===== src/rtl/uma_pkg.sv =====
// uma_pkg: shared types and helpers for the unified-memory grant path.
//   uma_state_e   grant FSM state encoding
//   UMA_PORTS     number of requesters (16)
//   UMA_IDX_W     width of a requester index (4)
//   idx_from_enc  recovers the true index from the encoder's inverted output
package uma_pkg;

  localparam int UMA_PORTS = 16;
  localparam int UMA_IDX_W = 4;

  typedef enum logic [1:0] {
    IDLE = 2'd0,
    HOLD = 2'd1,
    GAP  = 2'd2
  } uma_state_e;

  function automatic logic [UMA_IDX_W-1:0] idx_from_enc(input logic [UMA_IDX_W-1:0] enc);
    return ~enc;
  endfunction

endpackage


===== src/rtl/uma_onehot_dec.sv =====
// uma_onehot_dec: combinational 4-to-16 one-hot decoder.
//   idx     in   requester index
//   onehot  out  1 << idx
module uma_onehot_dec
  import uma_pkg::*;
(
  input  logic [UMA_IDX_W-1:0] idx,
  output logic [UMA_PORTS-1:0] onehot
);

  always_comb begin
    onehot      = '0;
    onehot[idx] = 1'b1;
  end

endmodule


===== src/rtl/uma_grant_decoder.sv =====
// uma_grant_decoder: turns the priority encoder's index/valid into a held,
// registered one-hot grant for the unified-memory port mux, and freezes the
// encoder (enc_enable_n=1) while a grant is outstanding.
//
// Optional feature macro: UMA_GRANT_TIMEOUT_EN
//   defined   - grant is force-released after MAX_HOLD cycles, preempt pulses
//   undefined - grant held until the request drops, preempt tied to 0
//
// Ports:
//   clk           in   system clock, rising edge
//   rst           in   synchronous active-high reset
//   req           in   live request vector, bit 0 highest priority
//   enc_result    in   encoder output, inverted index
//   enc_valid     in   encoder found a request while enabled
//   enc_enable_n  out  active-low encoder enable, 0 only while idle
//   grant         out  registered one-hot grant
//   grant_idx     out  index of the current grant, 0 when none
//   grant_valid   out  |grant
//   stale_cnt     out  saturating count of rejected stale encodings
//   preempt       out  one-cycle pulse when a grant ends by timeout
//
// state | meaning
// ------+---------------------------------------------------------------
// IDLE  | no grant; encoder enabled from the second IDLE cycle onward
// HOLD  | grant active while the winner keeps requesting
// GAP   | one grant-free turnaround cycle for the port mux
module uma_grant_decoder
  import uma_pkg::*;
#(
  parameter int MAX_HOLD = 64,
  parameter int CNT_W    = 16
) (
  input  logic                 clk,
  input  logic                 rst,
  input  logic [UMA_PORTS-1:0] req,
  input  logic [UMA_IDX_W-1:0] enc_result,
  input  logic                 enc_valid,
  output logic                 enc_enable_n,
  output logic [UMA_PORTS-1:0] grant,
  output logic [UMA_IDX_W-1:0] grant_idx,
  output logic                 grant_valid,
  output logic [7:0]           stale_cnt,
  output logic                 preempt
);

  if ((MAX_HOLD < 2) || (MAX_HOLD > 65535) || (MAX_HOLD >= (1 << CNT_W))) begin : g_bad_param
    $error("uma_grant_decoder: MAX_HOLD out of range for CNT_W");
  end

  uma_state_e           state;
  logic [UMA_IDX_W-1:0] enc_idx;
  logic [UMA_PORTS-1:0] enc_onehot;
  logic                 sample;
  logic                 enc_hit;
  logic                 held;

  assign enc_idx = idx_from_enc(enc_result);

  uma_onehot_dec u_dec (
    .idx    (enc_idx),
    .onehot (enc_onehot)
  );

  // The encoder output is only meaningful once enc_enable_n has actually
  // been low for a cycle, so the first IDLE cycle after GAP never samples.
  assign sample  = (state == IDLE) && !enc_enable_n && enc_valid;
  assign enc_hit = |(enc_onehot & req);
  assign held    = |(grant & req);

`ifdef UMA_GRANT_TIMEOUT_EN
  logic [CNT_W-1:0] hold_cnt;
  logic             hold_tc;

  assign hold_tc = (hold_cnt == CNT_W'(MAX_HOLD));
`else
  assign preempt = 1'b0;
`endif

  always_ff @(posedge clk) begin
    if (rst) begin
      state        <= IDLE;
      grant        <= '0;
      grant_idx    <= '0;
      grant_valid  <= 1'b0;
      enc_enable_n <= 1'b1;
      stale_cnt    <= '0;
`ifdef UMA_GRANT_TIMEOUT_EN
      hold_cnt     <= '0;
      preempt      <= 1'b0;
`endif
    end else begin
`ifdef UMA_GRANT_TIMEOUT_EN
      preempt <= 1'b0;
`endif
      case (state)
        IDLE: begin
          if (sample && enc_hit) begin
            state        <= HOLD;
            grant        <= enc_onehot;
            grant_idx    <= enc_idx;
            grant_valid  <= 1'b1;
            enc_enable_n <= 1'b1;
`ifdef UMA_GRANT_TIMEOUT_EN
            hold_cnt     <= CNT_W'(1);
`endif
          end else begin
            enc_enable_n <= 1'b0;
            if (sample && (stale_cnt != 8'hFF)) begin
              stale_cnt <= stale_cnt + 8'd1;
            end
          end
        end
        HOLD: begin
          enc_enable_n <= 1'b1;
          // A request drop wins over a simultaneous timeout: no preempt.
          if (!held) begin
            state       <= GAP;
            grant       <= '0;
            grant_valid <= 1'b0;
          end
`ifdef UMA_GRANT_TIMEOUT_EN
          else if (hold_tc) begin
            state       <= GAP;
            grant       <= '0;
            grant_valid <= 1'b0;
            preempt     <= 1'b1;
          end else begin
            hold_cnt <= hold_cnt + 1'b1;
          end
`endif
        end
        GAP: begin
          state        <= IDLE;
          grant_idx    <= '0;
          enc_enable_n <= 1'b1;
        end
        default: begin
          state        <= IDLE;
          grant        <= '0;
          grant_idx    <= '0;
          grant_valid  <= 1'b0;
          enc_enable_n <= 1'b1;
        end
      endcase
    end
  end

  a_grant_onehot0 : assert property (@(posedge clk) disable iff (rst) $onehot0(grant));

endmodule


===== config.mk =====
export PLATFORM = sky130hd
export DESIGN_NAME = uma_grant_decoder
export DESIGN_NICKNAME = d
export VERILOG_FILES = /design/src/rtl/uma_pkg.sv /design/src/rtl/uma_onehot_dec.sv /design/src/rtl/uma_grant_decoder.sv
export SDC_FILE = /design/constraint.sdc
export NUM_CORES = 1
export LEC_CHECK = 0
export BUFFER_PORTS_ARGS = -buffer_cell sky130_fd_sc_hd__clkbuf_2
export CAP_MARGIN = 10
export CORE_AREA = 2 2 72 74
export DETAILED_ROUTE_END_ITERATION = 16
export DIE_AREA = 0 0 74 76
export HOLD_SLACK_MARGIN = 0.02
export PLACE_DENSITY = 0.6
export SETUP_SLACK_MARGIN = 0.02
export SLEW_MARGIN = 10
export SYNTH_ARGS = -nofsm -noshare
export SYNTH_HDL_FRONTEND = slang
export SYNTH_SLANG_ARGS = --single-unit

===== constraint.sdc =====
create_clock -name clk -period 2.1 [get_ports clk]
set_input_delay 0.315 -clock clk [delete_from_list [all_inputs] [get_ports clk]]
set_output_delay 0.315 -clock clk [all_outputs]
set_load 0.005 [all_outputs]

==> impl_metrics.csv <==
group,metric,value,unit
pwr,peakVddDrop,0.262,mV
setup_path,path_max_fanout,7,
synth,netlist_area,1620,sq um
routing,drt-initial-drc-count,112,
synth,synth-simple-area-share,28.1,%
clock_tree,cts_max_level,2,
global_routing,antenna_found_initial,0,
synth,synth_compound_area_share,23.7,%
finish,ff_latch_area,641,sq um
finish,multi_input_area,961,sq um
setup_path,cp-start-kind,"input port",
clock_tree,cts_sinks,32,
pwr,p_sw,372,uW
setup_path,r2r_setup_slack,230,ps
setup_path,slowest_stage,"or4_4",
job,maxCapViolations,0,
floorplanning,ios,54,
synth,synth-xor-area-share,0.540,%
floorplanning,initial_utilization,33.0,%
setup_path,crit_path_cell_trace,"buf_4 -> buf_6 -> nand4_1 -> o31ai_1 -> o41a_1 -> or4_4 -> or3_1 -> a21oi_1",
global_routing,first_global_vias,1637,
min_path,hp-start,"rst",
finish,syn_to_final_growth,43.7,%
sta,clock_skew,4.16,ps
synth,muxShareOfSynthArea,1.54,%
pwr,p_int,991,uW
place,gp_congestion,0.846,
global_routing,grt.overflow.total,0,
synth,synth_cell_types,40,
pwr,p_clk_share,36.9,%
sta,holdWs,269,ps
setup_path,cpPeakStageDelay,600,ps
pwr,p_sw_share,27.3,%
clock_tree,clk_pin_slew,70,ps
min_path,worstHoldEndpoint,"state[0]$_SDFFE_PP0P_",
setup_path,cp.required,2320,ps
finish,layout-drive-gt1-share,40.4,%
floorplanning,die_area,5620,sq um
sta,fmax,492,MHz
sta,finalHoldViolCount,0,
min_path,hold_path_class,"input port to flip-flop",
setup_path,arrival,2250,ps
clock_tree,clock-root-buffer,"clkbuf_8",
pwr,pwr-share-comb,17.1,%
routing,first_pass_iters,4,
setup_path,rr_startpoint,"state[0]$_SDFFE_PP0P_",
routing,ant_nets,0,
clock_tree,clk_latency,290,ps
routing,route.detailed.drc,0,
synth,synthTopCellsByArea,"dfxtp_1 (40%), nand3_1 (7.4%), o21ai_0 (4.6%)",
synth,synth_top_area_share,39.5,%
sta,tns,0,ps
sta,min_period,2030,ps
synth,ys.flop_type,"dfxtp_1",
synth,yosysSeqAreaShare,39.5,%
global_routing,track_usage,18.1,%
synth,syn-num-nets,216,
floorplanning,core.rowCount,26,
synth,synthesis.instances,192,
place,hpwlAfterDp,3.68,mm
global_routing,grt_max_degree,24,
routing,routed_wl,4.94,mm
finish,antennaDiodeCount,0,
sta,setup_viol,0,
synth,avgSynthCellArea,8.45,sq um
pwr,total_power,1360,uW
setup_path,crit_family,"simple AND/OR/NAND/NOR gates",
status,status,"completed",
routing,wl_per_cell,14.4,um
finish,nets,295,
floorplanning,fp.coreArea,4910,sq um
setup_path,cp-end-kind,"flip-flop",
place,pre_cts_ws,-241,ps
routing,via_per_inst,5.30,
finish,fin_cells,342,
setup_path,crit_type,"input port to flip-flop",
place,placedCellCount,332,
place,port_buffers,52,
floorplanning,die_w,74,um
synth,synth_edf_count,0,
clock_tree,cts_buffer_depth,2,
synth,synth_top_family_by_area,"simple AND/OR/NAND/NOR gates",
sta,worst_slack,68.8,ps
synth,yosysTopAreaCell,"dfxtp_1",
clock_tree,cts_buffers,5,
setup_path,path_buf_inv,2,
sta,finalCritPeriodShare,96.7,%
min_path,hold_depth,2,
synth,async_reset_ff_share,0,%
pwr,leakage,0.000972,uW
global_routing,grt_pass1_wl,7.96,mm
finish,fill_cells,497,
pwr,seqPwrFrac,46.0,%
sta,slew_violations,0,
routing,vias,1812,
synth,synthAdderAreaFrac,0.772,%
floorplanning,die_h,76,um
synth,synth_seq_cells,32,
synth,synth_warnings,0,
setup_path,reg2reg_to,"stale_cnt[7]$_SDFFE_PP0P_",
clock_tree,cts_tree,"built",
pwr,power.density,585,nW/um^2
setup_path,r2r_cells,6,
flip-flops by register name, indices dropped and copies added (netlist names):
name / count
stale_cnt: 8
state: 2
grant_valid: 1
grant: 16
enc_enable_n: 1
grant_idx: 4
metal layers:
layer / GRT usage, % / vias to the layer above / wire (um)
li1: - / 891 / -
met1: 25.7 / 847 / 2270
met2: 25.8 / 55 / 2230
met3: 4.23 / 19 / 257
met4: 8.00 / 0 / 183
met5: 0 / - / 0
power by group through the flow:
stage          Clock [uW]  Combinational, uW  Sequential, uW
6_report              503                233             627
5_1_grt               538                256             628
2_1_floorplan           0                110             642
3_5_place_dp            0                222             641
3_3_place_gp            0                219             640
4_1_cts               509                224             627
how the worst max path moves through the flow:
stage / start / endpoint / depth (start not counted)
4_1_cts: enc_result[1] / stale_cnt[4]$_SDFFE_PP0P_ / 7
5_1_grt: enc_result[1] / grant[10]$_SDFFE_PP0P_ / 10
3_5_place_dp: enc_result[1] / stale_cnt[4]$_SDFFE_PP0P_ / 7
3_3_place_gp: enc_result[1] / stale_cnt[5]$_SDFFE_PP0P_ / 7
2_1_floorplan: enc_result[1] / stale_cnt[7]$_SDFFE_PP0P_ / 7
6_report: enc_result[2] / stale_cnt[7]$_SDFFE_PP0P_ / 8
cells in the final DEF, fill, tap and decap left out, drive strengths merged, types with 3 or more instances in the layout:
| master | instances |
|---|---|
| o31ai | 9 |
| o41ai | 6 |
| nor2b | 3 |
| nor2 | 4 |
| nor3 | 3 |
| nand3 | 24 |
| a21oi | 10 |
| inv | 3 |
| a221oi | 4 |
| nor4b | 3 |
| buf | 38 |
| clkbuf | 56 |
| a22o | 4 |
| nor3b | 7 |
| o21ai | 16 |
| or3 | 7 |
| dfxtp | 32 |
| and3 | 3 |
| nand2 | 18 |
cell type report:
type	count	share of cell area, %
timing repair buffer	88	23.0
sequential	32	27.5
multi-input combinational	141	41.2
clock inverter	2	0.430
clock buffer	6	3.54
inverter	3	0.483
tap	70	3.76
metrics by stage:
| stage | utilization (%) | area, sq um |
|---|---|---|
| 5_1_grt | 47.4 | 2330 |
| 2_1_floorplan | - | 1660 |
| 3_5_place_dp | 44.4 | 2180 |
| 6_report | 47.4 | 2330 |
| 3_3_place_gp | 44.4 | 2180 |
| 4_1_cts | 46.5 | 2280 |
cells by family (layout without fill, tap and decap cells):
group / after synthesis / in the layout
AOI/OAI and AO/OA: 54 / 54
xor gates and xnor gates: 1 / 1
adders and majority gates: 1 / 1
buffers and inverters: 20 / 99
DFF: 32 / 32
muxes: 2 / 2
other: 1 / 1
and+or+nand+nor: 81 / 82
worst reg2reg max path: cells and delay by family, from the launching register on:
family	cells	cell delay [ps]
AO/OA/AOI/OAI	2	250
AND/OR/NAND/NOR	3	1080
flip-flops	1	330
buffers and inverters	1	150
repair_timing:
action | CTS | global route
hold endpoints to repair | 0 | 0
endpoints found under the setup margin | 1 | 11
pin swaps | 0 | 7
gates cloned | 0 | 1
buffers inserted | 0 | 1
gates resized for setup | 1 | 13
hold buffers | 0 | 0
Yosys cell counts, drive strengths merged, types with 4 or more instances:
library cell  count
a22o              4
nand2            18
clkbuf           11
dfxtp            32
nand3            24
nor3b             7
nor2              4
buf               6
o31ai             9
a21oi            10
o41ai             6
a221oi            4
o21ai            16
or3               7
(Power assumes the default switching activity.)
